File: config.mk
export PLATFORM = sky130hd
export DESIGN_NAME = motor_rodada
export DESIGN_NICKNAME = d
export VERILOG_FILES = /design/src/rtl/motor_rodada.sv
export SDC_FILE = /design/constraint.sdc
export NUM_CORES = 1
export LEC_CHECK = 0
export CAP_MARGIN = 20
export CORE_MARGIN = 2
export CORE_UTILIZATION = 40
export CTS_BUF_LIST = sky130_fd_sc_hd__clkbuf_4 sky130_fd_sc_hd__clkbuf_8 sky130_fd_sc_hd__clkbuf_16
export DETAILED_ROUTE_END_ITERATION = 10
export GPL_TIMING_DRIVEN = 0
export PLACE_DENSITY = 0.69
export REMOVE_ABC_BUFFERS = 1
export SLEW_MARGIN = 10
export SYNTH_ARGS = -nofsm -noshare
export SYNTH_HDL_FRONTEND = slang
export SYNTH_SLANG_ARGS = --single-unit
File: constraint.sdc
create_clock -name clock -period 8.9 [get_ports clock]
set_input_delay 2.225 -clock clock [delete_from_list [all_inputs] [get_ports clock]]
set_output_delay 2.225 -clock clock [all_outputs]
set_load 0.01 [all_outputs]
File: src/rtl/motor_rodada.sv
// motor_rodada: round engine for the werewolf game.
//
// Holds roles and alive flags for N_JOG players, validates night actions (any number of wolves,
// one doctor), resolves the night kill, collects one replaceable vote per living player, tallies
// the votes one candidate per cycle with tie detection and evaluates both win conditions.
//
// Optional feature: define VIDENTE_EN to enable the seer role (role code 11). When it is
// undefined, role 11 behaves as a villager and revelado_lobo/revelado_valido are tied low.
//
// Ports:
//   clock, rst_global_n        system clock (rising edge), async active-low reset
//   novo_jogo, papeis          start/restart, role vector sampled on start (2 bits per player)
//   acao_valida/jogador/alvo   night action strobe, actor id, target id
//   fim_noite                  close the night and resolve the kill
//   voto_valido/eleitor/alvo   vote strobe, voter id, target id
//   fim_votacao                close voting and start the tally
//   vivos, n_vivos, n_lobos_vivos  alive flags and their popcounts
//   acao_aceita/acao_rejeitada     one-cycle outcome pulses for actions and votes
//   eliminado, eliminado_valido    eliminated player id and its one-cycle pulse
//   lobo_ganhou, aldeia_ganhou     sticky win flags
//   estado                         current FSM state
//   revelado_lobo, revelado_valido seer result pulse
module motor_rodada #(
  parameter int unsigned N_JOG = 8,
  parameter int unsigned IDW   = 4
) (
  input  logic               clock,
  input  logic               rst_global_n,
  input  logic               novo_jogo,
  input  logic [2*N_JOG-1:0] papeis,
  input  logic               acao_valida,
  input  logic [IDW-1:0]     acao_jogador,
  input  logic [IDW-1:0]     acao_alvo,
  input  logic               fim_noite,
  input  logic               voto_valido,
  input  logic [IDW-1:0]     voto_eleitor,
  input  logic [IDW-1:0]     voto_alvo,
  input  logic               fim_votacao,
  output logic [N_JOG-1:0]   vivos,
  output logic [IDW-1:0]     n_vivos,
  output logic [IDW-1:0]     n_lobos_vivos,
  output logic               acao_aceita,
  output logic               acao_rejeitada,
  output logic [IDW-1:0]     eliminado,
  output logic               eliminado_valido,
  output logic               lobo_ganhou,
  output logic               aldeia_ganhou,
  output logic [2:0]         estado,
  output logic               revelado_lobo,
  output logic               revelado_valido
);

  localparam logic [IDW-1:0] Skip        = '1;
  localparam logic [1:0]     PapelLobo   = 2'b01;
  localparam logic [1:0]     PapelMedico = 2'b10;
`ifdef VIDENTE_EN
  localparam logic [1:0]     PapelVidente = 2'b11;
`endif

  typedef enum logic [2:0] {
    StIdle    = 3'd0,
    StNoite   = 3'd1,
    StResolve = 3'd2,
    StDia     = 3'd3,
    StApura   = 3'd4,
    StCheca   = 3'd5,
    StFim     = 3'd6
  } estado_e;

  // Out-of-range ids (including Skip) read as dead.
  function automatic logic id_vivo(input logic [N_JOG-1:0] v, input logic [IDW-1:0] id);
    logic r;
    r = 1'b0;
    for (int i = 0; i < N_JOG; i++) begin
      if (IDW'(i) == id) r = v[i];
    end
    return r;
  endfunction

  // Out-of-range ids read as villager.
  function automatic logic [1:0] papel_de(input logic [2*N_JOG-1:0] p, input logic [IDW-1:0] id);
    logic [1:0] r;
    r = 2'b00;
    for (int i = 0; i < N_JOG; i++) begin
      if (IDW'(i) == id) r = p[2*i +: 2];
    end
    return r;
  endfunction

  function automatic logic [N_JOG-1:0] mascara(input logic [IDW-1:0] id);
    logic [N_JOG-1:0] r;
    r = '0;
    for (int i = 0; i < N_JOG; i++) begin
      if (IDW'(i) == id) r[i] = 1'b1;
    end
    return r;
  endfunction

  estado_e                    state_q, state_d;
  logic [N_JOG-1:0]           vivos_q, vivos_d;
  logic [2*N_JOG-1:0]         papeis_q, papeis_d;
  logic [IDW-1:0]             atacado_q, atacado_d;
  logic [IDW-1:0]             protegido_q, protegido_d;
  logic [N_JOG-1:0][IDW-1:0]  votos_q, votos_d;
  logic                       fase_dia_q, fase_dia_d;   // phase that led into CHECA
  logic [IDW-1:0]             cand_q, cand_d;
  logic [IDW-1:0]             max_q, max_d;
  logic [IDW-1:0]             max_cand_q, max_cand_d;
  logic                       empate_q, empate_d;
  logic                       aceita_q, aceita_d;
  logic                       rejeitada_q, rejeitada_d;
  logic [IDW-1:0]             eliminado_q, eliminado_d;
  logic                       elim_valido_q, elim_valido_d;
  logic                       lobo_q, lobo_d;
  logic                       aldeia_q, aldeia_d;
`ifdef VIDENTE_EN
  logic                       rev_lobo_q, rev_lobo_d;
  logic                       rev_valido_q, rev_valido_d;
`endif

  logic [IDW-1:0] n_vivos_c, n_lobos_c, contagem;
  logic           ator_vivo, alvo_ok, alvo_lobo, eleitor_vivo, voto_ok;
  logic [1:0]     papel_ator;

  always_comb begin
    n_vivos_c = '0;
    n_lobos_c = '0;
    contagem  = '0;
    for (int i = 0; i < N_JOG; i++) begin
      n_vivos_c = n_vivos_c + IDW'(vivos_q[i]);
      n_lobos_c = n_lobos_c + IDW'(vivos_q[i] && (papeis_q[2*i +: 2] == PapelLobo));
      // Dead voters never count; Skip never matches a real candidate id.
      contagem  = contagem + IDW'(vivos_q[i] && (votos_q[i] == cand_q));
    end
  end

  always_comb begin
    ator_vivo    = id_vivo(vivos_q, acao_jogador);
    papel_ator   = papel_de(papeis_q, acao_jogador);
    alvo_ok      = (acao_alvo == Skip) || id_vivo(vivos_q, acao_alvo);
    alvo_lobo    = (papel_de(papeis_q, acao_alvo) == PapelLobo);
    eleitor_vivo = id_vivo(vivos_q, voto_eleitor);
    voto_ok      = (voto_alvo == Skip) || id_vivo(vivos_q, voto_alvo);
  end

  always_comb begin
    state_d       = state_q;
    vivos_d       = vivos_q;
    papeis_d      = papeis_q;
    atacado_d     = atacado_q;
    protegido_d   = protegido_q;
    votos_d       = votos_q;
    fase_dia_d    = fase_dia_q;
    cand_d        = cand_q;
    max_d         = max_q;
    max_cand_d    = max_cand_q;
    empate_d      = empate_q;
    aceita_d      = 1'b0;
    rejeitada_d   = 1'b0;
    eliminado_d   = eliminado_q;
    elim_valido_d = 1'b0;
    lobo_d        = lobo_q;
    aldeia_d      = aldeia_q;
`ifdef VIDENTE_EN
    rev_lobo_d    = 1'b0;
    rev_valido_d  = 1'b0;
`endif

    if (novo_jogo) begin
      vivos_d     = '1;
      papeis_d    = papeis;
      atacado_d   = Skip;
      protegido_d = Skip;
      votos_d     = '1;
      lobo_d      = 1'b0;
      aldeia_d    = 1'b0;
      state_d     = StNoite;
    end else begin
      case (state_q)
        StNoite: begin
          if (fim_noite) begin
            // Closing wins over a same-cycle action.
            rejeitada_d = acao_valida;
            state_d     = StResolve;
          end else if (acao_valida) begin
            rejeitada_d = 1'b1;
            if (ator_vivo && alvo_ok) begin
              case (papel_ator)
                PapelLobo: begin
                  if ((acao_alvo == Skip) || !alvo_lobo) begin
                    atacado_d   = acao_alvo;
                    aceita_d    = 1'b1;
                    rejeitada_d = 1'b0;
                  end
                end
                PapelMedico: begin
                  protegido_d = acao_alvo;
                  aceita_d    = 1'b1;
                  rejeitada_d = 1'b0;
                end
`ifdef VIDENTE_EN
                PapelVidente: begin
                  aceita_d     = 1'b1;
                  rejeitada_d  = 1'b0;
                  rev_valido_d = (acao_alvo != Skip);
                  rev_lobo_d   = (acao_alvo != Skip) && alvo_lobo;
                end
`endif
                default: ;
              endcase
            end
          end
        end

        StResolve: begin
          if ((atacado_q != Skip) && (atacado_q != protegido_q)) begin
            vivos_d       = vivos_q & ~mascara(atacado_q);
            eliminado_d   = atacado_q;
            elim_valido_d = 1'b1;
          end
          atacado_d   = Skip;
          protegido_d = Skip;
          fase_dia_d  = 1'b0;
          state_d     = StCheca;
        end

        StDia: begin
          if (fim_votacao) begin
            rejeitada_d = voto_valido;
            cand_d      = '0;
            max_d       = '0;
            max_cand_d  = '0;
            empate_d    = 1'b0;
            state_d     = StApura;
          end else if (voto_valido) begin
            if (eleitor_vivo && voto_ok) begin
              for (int i = 0; i < N_JOG; i++) begin
                if (IDW'(i) == voto_eleitor) votos_d[i] = voto_alvo;
              end
              aceita_d = 1'b1;
            end else begin
              rejeitada_d = 1'b1;
            end
          end
        end

        StApura: begin
          if (cand_q == IDW'(N_JOG)) begin
            // Scan finished: unique strict maximum above zero is eliminated.
            if ((max_q != '0) && !empate_q) begin
              vivos_d       = vivos_q & ~mascara(max_cand_q);
              eliminado_d   = max_cand_q;
              elim_valido_d = 1'b1;
            end
            votos_d    = '1;
            fase_dia_d = 1'b1;
            state_d    = StCheca;
          end else begin
            if (contagem > max_q) begin
              max_d      = contagem;
              max_cand_d = cand_q;
              empate_d   = 1'b0;
            end else if ((contagem == max_q) && (contagem != '0)) begin
              empate_d = 1'b1;
            end
            cand_d = cand_q + IDW'(1);
          end
        end

        StCheca: begin
          if (n_lobos_c == '0) begin
            aldeia_d = 1'b1;
            state_d  = StFim;
          end else if (n_lobos_c >= (n_vivos_c - n_lobos_c)) begin
            lobo_d  = 1'b1;
            state_d = StFim;
          end else begin
            state_d = fase_dia_q ? StNoite : StDia;
          end
        end

        StIdle, StFim: ;
        default: state_d = StIdle;
      endcase
    end
  end

  always_ff @(posedge clock or negedge rst_global_n) begin
    if (!rst_global_n) begin
      state_q       <= StIdle;
      vivos_q       <= '0;
      papeis_q      <= '0;
      atacado_q     <= Skip;
      protegido_q   <= Skip;
      votos_q       <= '1;
      fase_dia_q    <= 1'b0;
      cand_q        <= '0;
      max_q         <= '0;
      max_cand_q    <= '0;
      empate_q      <= 1'b0;
      aceita_q      <= 1'b0;
      rejeitada_q   <= 1'b0;
      eliminado_q   <= '0;
      elim_valido_q <= 1'b0;
      lobo_q        <= 1'b0;
      aldeia_q      <= 1'b0;
    end else begin
      state_q       <= state_d;
      vivos_q       <= vivos_d;
      papeis_q      <= papeis_d;
      atacado_q     <= atacado_d;
      protegido_q   <= protegido_d;
      votos_q       <= votos_d;
      fase_dia_q    <= fase_dia_d;
      cand_q        <= cand_d;
      max_q         <= max_d;
      max_cand_q    <= max_cand_d;
      empate_q      <= empate_d;
      aceita_q      <= aceita_d;
      rejeitada_q   <= rejeitada_d;
      eliminado_q   <= eliminado_d;
      elim_valido_q <= elim_valido_d;
      lobo_q        <= lobo_d;
      aldeia_q      <= aldeia_d;
    end
  end

`ifdef VIDENTE_EN
  always_ff @(posedge clock or negedge rst_global_n) begin
    if (!rst_global_n) begin
      rev_lobo_q   <= 1'b0;
      rev_valido_q <= 1'b0;
    end else begin
      rev_lobo_q   <= rev_lobo_d;
      rev_valido_q <= rev_valido_d;
    end
  end

  assign revelado_lobo   = rev_lobo_q;
  assign revelado_valido = rev_valido_q;
`else
  assign revelado_lobo   = 1'b0;
  assign revelado_valido = 1'b0;
`endif

  assign vivos            = vivos_q;
  assign n_vivos          = n_vivos_c;
  assign n_lobos_vivos    = n_lobos_c;
  assign acao_aceita      = aceita_q;
  assign acao_rejeitada   = rejeitada_q;
  assign eliminado        = eliminado_q;
  assign eliminado_valido = elim_valido_q;
  assign lobo_ganhou      = lobo_q;
  assign aldeia_ganhou    = aldeia_q;
  assign estado           = state_q;

endmodule

Word level (Yosys, flattened, before mapping)
Index checks and enable logic that the tools add are counted.

Bits of input ports: 39. Flip-flop bits (word level): 90.

Equal/unequal tests: 104. Reduce and logical (&&, ||, !) cells: 64. Magnitude comparators: 2. Bitwise gates (word level): 5. Mux-type cells: 212. Add/subtract/negate cells: 23.

Operators by type and width (number): 32-bit 2-to-1 mux (5); 1-bit 2-to-1 mux (136); 4-bit 2-to-1 mux (28); 3-bit by 4-bit == test with 1-bit output (first input constant) (24); 3-bit != test (second input constant) (22); 32-bit one-hot mux with 2 select lines (1); 6-bit AND reduction (9); 4-bit by 1-bit adder with 4-bit output (12); 2-bit by 4-bit == test with 1-bit output (first input constant) (12); 4-bit one-hot mux with 2 select lines (6); 4-bit == test (9); 2-bit 2-to-1 mux (17); 8-bit 2-to-1 mux (4); 4-bit logical NOT (7); 1-bit by 4-bit == test with 1-bit output (first input constant) (6); 1-bit logical AND (21); 2-bit by 1-bit == test with 1-bit output (second input constant) (10); 5-bit AND reduction (4); 3-bit 2-to-1 mux (6); 3-bit one-hot mux with 6 select lines (1); 8-bit AND (2); 2-bit != test (second input constant) (8); 8-bit NOT (2); 8-bit one-hot mux with 2 select lines (1); 27 further kinds (57).

Depth between registers and ports, before layout
Depth in word-level cells: 19. Gate-level depth with buffers: 19. Gate-level depth less buffers: 19.

Least setup slack after synthesis
Ideal clock, no wire load.

Kind: reg2out. From: register vivos_q[1] (netlist: vivos[1]). To: output port n_lobos_vivos[2]. Path slack: 3505 ps. Cell stages (with the launch flop): 10. Data required time: 6675 ps. Arrival: 3170 ps. Cells stage by stage: dfrtp_1 > and2_1 > fa_1 > inv_1 > fa_1 > inv_1 > fa_1 > ha_1 > fa_1 > xor2_1.

Cells in the longest elaborated chain, start to end: 8.

RTL lines: start, declared (line 100) `logic [N_JOG-1:0] vivos_q, vivos_d;`; start signal, assigned (line 309) `vivos_q <= vivos_d;`; 1-bit logical AND (line 131) `n_lobos_c = n_lobos_c + IDW'(vivos_q[i] && (papeis_q[2*i +: 2] == PapelLobo));`; 1-bit by 1-bit adder with 2-bit output (line 131); 2-bit by 1-bit adder with 3-bit output (line 131); 3-bit by 1-bit adder with 4-bit output (line 131); 4-bit by 1-bit adder with 4-bit output (4 in a row) (line 131); end, declared (line 41) `output logic [IDW-1:0] n_lobos_vivos,`.

Every way passes these cells.

Worst setup path after layout
Same ends and word-level chain as after synthesis.

==> metrics.txt <==
# TYPE chip_impl_metric gauge
chip_impl_info{name="critPathLaunchType",value="flip-flop"} 1
chip_impl_metric{name="clock_insertion_delay_worst_skew",unit="ns"} 0.35
chip_impl_metric{name="syn-cell-area",unit="mm2"} 0.005998
chip_impl_info{name="synth_largest_area_cell",value="dfrtp_1"} 1
chip_impl_info{name="tritoncts",value="yes"} 1
chip_impl_metric{name="ctsLongestPathBuffers",unit=""} 2
chip_impl_metric{name="slew_headroom",unit=""} 0.2362
chip_impl_metric{name="ctsResizeCount",unit=""} 0
chip_impl_metric{name="leakage",unit="uW"} 0.002859
chip_impl_metric{name="netlist_instances",unit=""} 603
chip_impl_metric{name="post_synthesis_async_set_or_reset_flop_share",unit=""} 1.000
chip_impl_metric{name="max_clock_freq",unit="MHz"} 151.5
chip_impl_metric{name="all_layer_global_routing_usage",unit=""} 0.2014
chip_impl_metric{name="power.density_cell_area",unit="mW/mm2"} 195.0
chip_impl_metric{name="syn_area_per_cell",unit="um2"} 9.947
chip_impl_metric{name="antenna_cells",unit=""} 0
chip_impl_metric{name="min_period",unit="ns"} 6.603
chip_impl_metric{name="synthDistinctLibCells",unit=""} 68
chip_impl_info{name="synth_ff_type",value="dfrtp_1"} 1
chip_impl_metric{name="area_growth",unit="%"} 19.15
chip_impl_metric{name="dr_total_vias",unit=""} 4781
chip_impl_metric{name="wl_per_cell",unit="um"} 18.37
chip_impl_metric{name="synth_xor_area_frac",unit=""} 0.06362
chip_impl_metric{name="synthAdderAreaFrac",unit=""} 0.08678
chip_impl_metric{name="worstMarginPinSlew",unit="ns"} 1.146
chip_impl_metric{name="drt_first_iter_violations",unit=""} 248
chip_impl_metric{name="cap_viol_max_count",unit=""} 0
chip_impl_metric{name="num_rows",unit=""} 44
chip_impl_metric{name="cts.clk_slew.worst_paths",unit="ns"} 0.07
chip_impl_info{name="min_path_type",value="reg2reg"} 1
chip_impl_metric{name="first_pass_iteration_count_of_the_detailed_router",unit=""} 4
chip_impl_info{name="crit_chain",value="and2_1 > fa_1 > inv_1 > fa_1 > inv_1 > fa_1 > ha_1 > fa_1 > xor2_1 > clkdlybuf4s50_1"} 1
chip_impl_info{name="timing.critical_path.max_delay_family",value="adder cells"} 1
chip_impl_info{name="ys_top_cells_by_area",value="dfrtp_1 21%, dfstp_2 18%, a2bb2oi_1 4.7%"} 1
chip_impl_metric{name="cts-buffers-inserted",unit=""} 9
chip_impl_metric{name="htreeDepth",unit=""} 3
chip_impl_metric{name="cts_num_sinks",unit=""} 90
chip_impl_metric{name="ys_ff_latch",unit=""} 90
chip_impl_info{name="run_status",value="complete, no violations"} 1
chip_impl_metric{name="number_of_antenna_violations_at_the_first_check_in_global_routing",unit=""} 0
chip_impl_metric{name="worst_ir_drop_vdd",unit="uV"} 86.30
chip_impl_metric{name="drv_slew",unit=""} 0
chip_impl_metric{name="hpwlAfterDp",unit="mm"} 11.53
chip_impl_info{name="post_synth_most_frequent_cells",value="50 x dfrtp_1, 50 x nand2_1, 43 x inv_1, 41 x nor2_1, 40 x dfstp_2"} 1
chip_impl_metric{name="report.power.total",unit="uW"} 1394
chip_impl_info{name="critPathKind",value="reg2out"} 1
chip_impl_metric{name="drt-vias-per-instance",unit=""} 5.665
chip_impl_metric{name="initial_utilization",unit=""} 0.4111
chip_impl_metric{name="design.final.nets",unit=""} 727
chip_impl_metric{name="cp.required",unit="ns"} 6.68
chip_impl_metric{name="ant_nets",unit=""} 0
chip_impl_metric{name="grt_first_pass_wirelength",unit="mm"} 25.59
chip_impl_metric{name="core",unit="mm2"} 0.01459
chip_impl_metric{name="die_height",unit="um"} 126.5
chip_impl_info{name="crit_slowest_cell",value="clkdlybuf4s50_1"} 1
chip_impl_info{name="grt_setup_unrepaired",value="no"} 1
chip_impl_metric{name="grt.overflow.total",unit=""} 0
chip_impl_metric{name="final_layout_size_suffix_gt1_frac",unit=""} 0.1606
chip_impl_metric{name="totalNegativeSetupSlack",unit="ns"} 0
chip_impl_metric{name="post_cts_hold_buffer_count",unit=""} 0
chip_impl_metric{name="final_hold_viol_count",unit=""} 0
chip_impl_metric{name="synth-compound-area-share",unit=""} 0.1725
chip_impl_metric{name="chipWidth",unit="um"} 126.5
chip_impl_metric{name="wl",unit="mm"} 15.51
chip_impl_metric{name="setup_violations",unit=""} 0
chip_impl_metric{name="floorplan_die_area",unit="mm2"} 0.01599
chip_impl_metric{name="ios",unit=""} 69
chip_impl_metric{name="drcViolationCount",unit=""} 0
chip_impl_metric{name="crit_path_max_incr_delay",unit="ns"} 0.61
chip_impl_metric{name="critical_path.max_fanout",unit=""} 9
chip_impl_metric{name="cp_num_buf_inv",unit=""} 3
chip_impl_metric{name="number_of_enable_type_register_cells_in_the_synthesized_netlist",unit=""} 0
chip_impl_info{name="crit_path_capture_type",value="output pin"} 1
chip_impl_info{name="root_buffer",value="clkbuf_16"} 1
chip_impl_metric{name="fillCellCount",unit=""} 1282
chip_impl_metric{name="yosysSeqAreaShare",unit=""} 0.3838
chip_impl_metric{name="synth_largest_type_area_fraction",unit=""} 0.2086
chip_impl_metric{name="synthSimpleGateAreaFrac",unit=""} 0.1558
chip_impl_metric{name="placement.io_buffers",unit=""} 66
chip_impl_info{name="synth_top_family_by_area",value="compound AO/OA/AOI/OAI gates"} 1
chip_impl_info{name="critical-path-top-cell-by-count",value="fa_1"} 1
chip_impl_metric{name="gp_congestion",unit=""} 0.8955
chip_impl_metric{name="finalCritPeriodShare",unit=""} 0.7419
chip_impl_metric{name="muxShareOfSynthArea",unit=""} 0.08678
chip_impl_metric{name="finClkSkew",unit="ns"} 0.01053
chip_impl_metric{name="number_of_global_route_vias_before_repair",unit=""} 4943
chip_impl_metric{name="cts_setup_buffers",unit=""} 0
chip_impl_metric{name="maximum_number_of_pins_on_one_net_before_global_route_repair",unit=""} 64
chip_impl_metric{name="critPathArrivalTime",unit="ns"} 4.38
chip_impl_metric{name="yosysWarnings",unit=""} 0
-- area by class of cell --
type | instances | area (um2) | area share
multi-input cells | 439 | 3411 | 0.4772
well taps | 184 | 230.2 | 0.03221
inverters | 46 | 172.7 | 0.02416
flip-flops and latches | 90 | 2302 | 0.3221
clock buffers | 14 | 299.0 | 0.04184
clock inverters | 2 | 38.79 | 0.005427
repair buffers | 69 | 693.2 | 0.09699
-- kinds of logic (layout without fill, tap and decap cells) --
family | Yosys count | count (layout)
AND/OR/NAND/NOR | 186 | 186
AO/OA/AOI/OAI | 136 | 136
flip-flops | 90 | 90
buffers and inverters | 75 | 131
XOR/XNOR | 42 | 42
multiplexers | 39 | 39
adder cells (fa/ha/maj) | 34 | 34
other | 1 | 2
-- power by group --
part	leakage (uW)	switching, uW	total [uW]	internal [uW]
Combinational	0.00170	222	439	217
Sequential	0.000994	78.7	530	451
Clock	0.000168	163	425	262
Total	0.00286	464	1390	930
-- placed cells by master, fill, tap and decap left out, drive strengths merged, types with 19 or more instances in the layout --
master and n:
a2bb2oi 32, clkdlybuf4s50 64, dfrtp 50, dfstp 40
ha 20, inv 47, mux2 21, nand2 50
nand3 19, nor2 41, nor2b 22, o21ai 26
xor2 23
-- final timing paths --
check / from / end / slack, ns / depth (start not counted)
max: vivos[1] / n_lobos_vivos[2] / 2.30 / 10
min: lobo_ganhou / lobo_ganhou / 0.50 / 1
max reg2reg: cand_q[1] / max_cand_q[2] / 3.28 / 17
min reg2reg: lobo_ganhou / lobo_ganhou / 0.50 / 1
max in group asynchronous: rst_global_n / votos_q[25] / 6.43 / 2
min in group asynchronous: rst_global_n / max_q[2] / 1.78 / 1
-- flip-flops by register name (all words and copies together) (netlist names), 4 cells and up --
signal,count
eliminado,4
atacado_q,4
max_q,4
vivos,8
max_cand_q,4
votos_q,32
cand_q,4
protegido_q,4
papeis_q,16
-- metrics by stage --
step,utilization,setup slack [ns],cell area [um2],hold WS (ns),cells
after floorplan,-,3.505,5874,0.4677,575
after global placement,0.4637,2.420,6765,0.4837,825
after detailed placement,0.4667,2.706,6809,0.4934,828
after CTS,0.4899,2.310,7147,0.5072,844
after global routing,0.4899,2.198,7147,0.5149,844
final,0.4899,2.297,7147,0.5021,844
-- routing by layer --
| layer | vias to the layer above | track usage | part of all wire |
|---|---|---|---|
| met3 | 26 | 0.04133 | 0.041 |
| li1 | 2244 | - | - |
| met2 | 120 | 0.3309 | 0.49 |
| met4 | 0 | 0.08468 | 0.026 |
| met5 | - | 0 | 0 |
| met1 | 2391 | 0.2592 | 0.44 |
Power figures use the tool's default switching activity.
==> RTL change (same settings) <==
Put a register stage on the outputs `n_vivos` and `n_lobos_vivos`, with the module's reset. The values now appear one clock later. The other outputs are not delayed to match.
--- a/src/rtl/motor_rodada.sv
+++ b/src/rtl/motor_rodada.sv
@@ -346,4 +346,11 @@
   assign vivos            = vivos_q;
-  assign n_vivos          = n_vivos_c;
-  assign n_lobos_vivos    = n_lobos_c;
+  always_ff @(posedge clock or negedge rst_global_n) begin
+    if (!rst_global_n) begin
+      n_vivos       <= '0;
+      n_lobos_vivos <= '0;
+    end else begin
+      n_vivos       <= n_vivos_c;
+      n_lobos_vivos <= n_lobos_c;
+    end
+  end
   assign acao_aceita      = aceita_q;
Behaviour: not the same (a bounded check fails within 4 cycles, from zero or initial values and one cycle with rst_global_n low).
==> RTL change against the original RTL <==
- sequential cell count rose by 8
- power rose by 4.7%
- global-route usage fell by 1.2 points
- synthesized area rose by 6.8%
- setup slack improved by 1.0 ns
- clock skew fell by 0.0021 ns
- wire length rose by 0.63%
- critical endpoint is now max_cand_q[2]
- cell area rose by 5.7%
==> RTL change: results (changes against the original RTL) <==
* Status: complete, no violations (unchanged)
* Total CTS buffers at 9 (unchanged)
* Most frequent cells after synthesis: dfrtp_1, nor2_1, mux2i_1 (was dfrtp_1, nand2_1, inv_1)
* Netlist cell types at 77 (was 68)
* FMAX at 0.179 GHz (was 0.151 GHz)
* DRT met1 WL at 6840 um (was 6880 um)
* R2r setup slk at 3.32 ns (was 3.28 ns)
* Worst Setup End Kind: flip-flop (was output port)
* WL final at 15,600 um (was 15,500 um)
* Met3 Track Usage GR at 2.89% (was 4.13%)
* Setup repair bufs after CTS at 0 (unchanged)
* Hold path start: eliminado[2] (was lobo_ganhou)
* Routed wl met3 at 752 um (was 629 um)
* Peak supply drop at 101 uV (was 86.3 uV)
* Post-synthesis sequential area ratio at 39.1% (was 38.4%)
* Adder-cell share of the synthesized area at 8.13% (was 8.68%)
* Placer Congestion at 0.919 (was 0.896)
* Clock root buffer: clkbuf_16 (unchanged)
* Post-synthesis compound-gate area fraction at 11.5% (was 17.3%)
* Worst setup path end: max_cand_q[2] (was n_lobos_vivos[2])
* Antenna diode count at 0 (unchanged)
* First-pass GRT wire length at 24,800 um (was 25,600 um)
* Hold slack at 0.494 ns (was 0.502 ns)
* Area contributors post-synth: dfrtp_1, dfstp_2, mux2i_1 (was dfrtp_1, dfstp_2, a2bb2oi_1)
* Xor/xnor share of the synthesized area at 5.96% (was 6.36%)
* Synth Instances at 631 (was 603)
* Hold Path End: eliminado[2] (was lobo_ganhou)
* Crit path max-delay cell type: dfrtp_1 (was clkdlybuf4s50_1)
* Biggest cell delay along the critical path at 0.80 ns (was 0.61 ns)
* DP HPWL at 11,700 um (was 11,500 um)
* Drt wl/cell at 17.3 um (was 18.4 um)
* Critical Path Fanout Max at 14 (was 9)
* Via count of the first global-routing pass at 4,953 (was 4,943)
* LEAKAGE at 3.26 nW (was 2.86 nW)
* CTS Buffer Depth at 2 (unchanged)
* Setup CP Type: reg2reg (was reg2out)
* RR Startpoint: cand_q[2] (was cand_q[1])
* Vias at 4,934 (was 4,781)
* Layout cell share with drive strength beyond 1 at 14.5% (was 16.1%)
* Iter 0 DRT Violations at 290 (was 248)
* Worst Path Arrival at 5.83 ns (was 4.38 ns)
* Post-Place Cells at 885 (was 828)
* DR WL met2 at 7630 um (was 7580 um)
* Clock Latency Late Sink at between 0.3 and 0.4 ns
* Nets at 752 (was 727)
* Worst Skew at 0.00848 ns (was 0.0105 ns)
* Met1 Usage GRT at 24.1% (was 25.9%)
* Largest net degree at the start of global routing at 63 (was 64)
* TritonRoute pass-1 iters at 5 (was 4)
* Reg2reg path depth at 16 (was 17)
* GR Layer Usage met2 at 32.3% (was 33.1%)
* GRT Overall Usage at 19.0% (was 20.1%)
* Worst Max-Slew Pin Slew at 0.997 ns (was 1.15 ns)
* Mux cell area share after synthesis at 12.7% (was 8.68%)
* Placement Cell Area at 0.00723 mm2 (was 0.00681 mm2)
-- RTL change: cell types whose count changed in the layout (fill, tap and decap cells not counted), moves of 7 or more --
cell,unedited run,this run
nor2b_1,22,9
o21a_1,12,3
nor2_1,41,58
a2bb2oi_1,32,0
o21ai_0,21,14
mux2i_1,10,53
dfrtp_1,50,58
-- RTL change: logic make-up (layout without fill, tap and decap cells) --
kind of cell	after synthesis	after routing
compound gates	103	103
other cells	1	2
flops	98	98
fa+ha+maj	34	34
buf+inv	74	127
simple gates	203	203
xor+xnor	42	42
mux	76	76
-- RTL change: cell type report --
type / instances / area [um2]
fillers: 1463 / 8220
multi-input cells: 460 / 3590
flip-flops and latches: 98 / 2500
repair buffers: 72 / 727
clock buffers: 14 / 282
well taps: 216 / 270
inverters: 39 / 146
clock inverters: 2 / 35.0
-- RTL change: where the power goes --
part / internal (mW) / switching [mW]
Sequential: 0.495 / 0.0847
Combinational: 0.216 / 0.247
Clock: 0.247 / 0.170
Total: 0.957 / 0.502
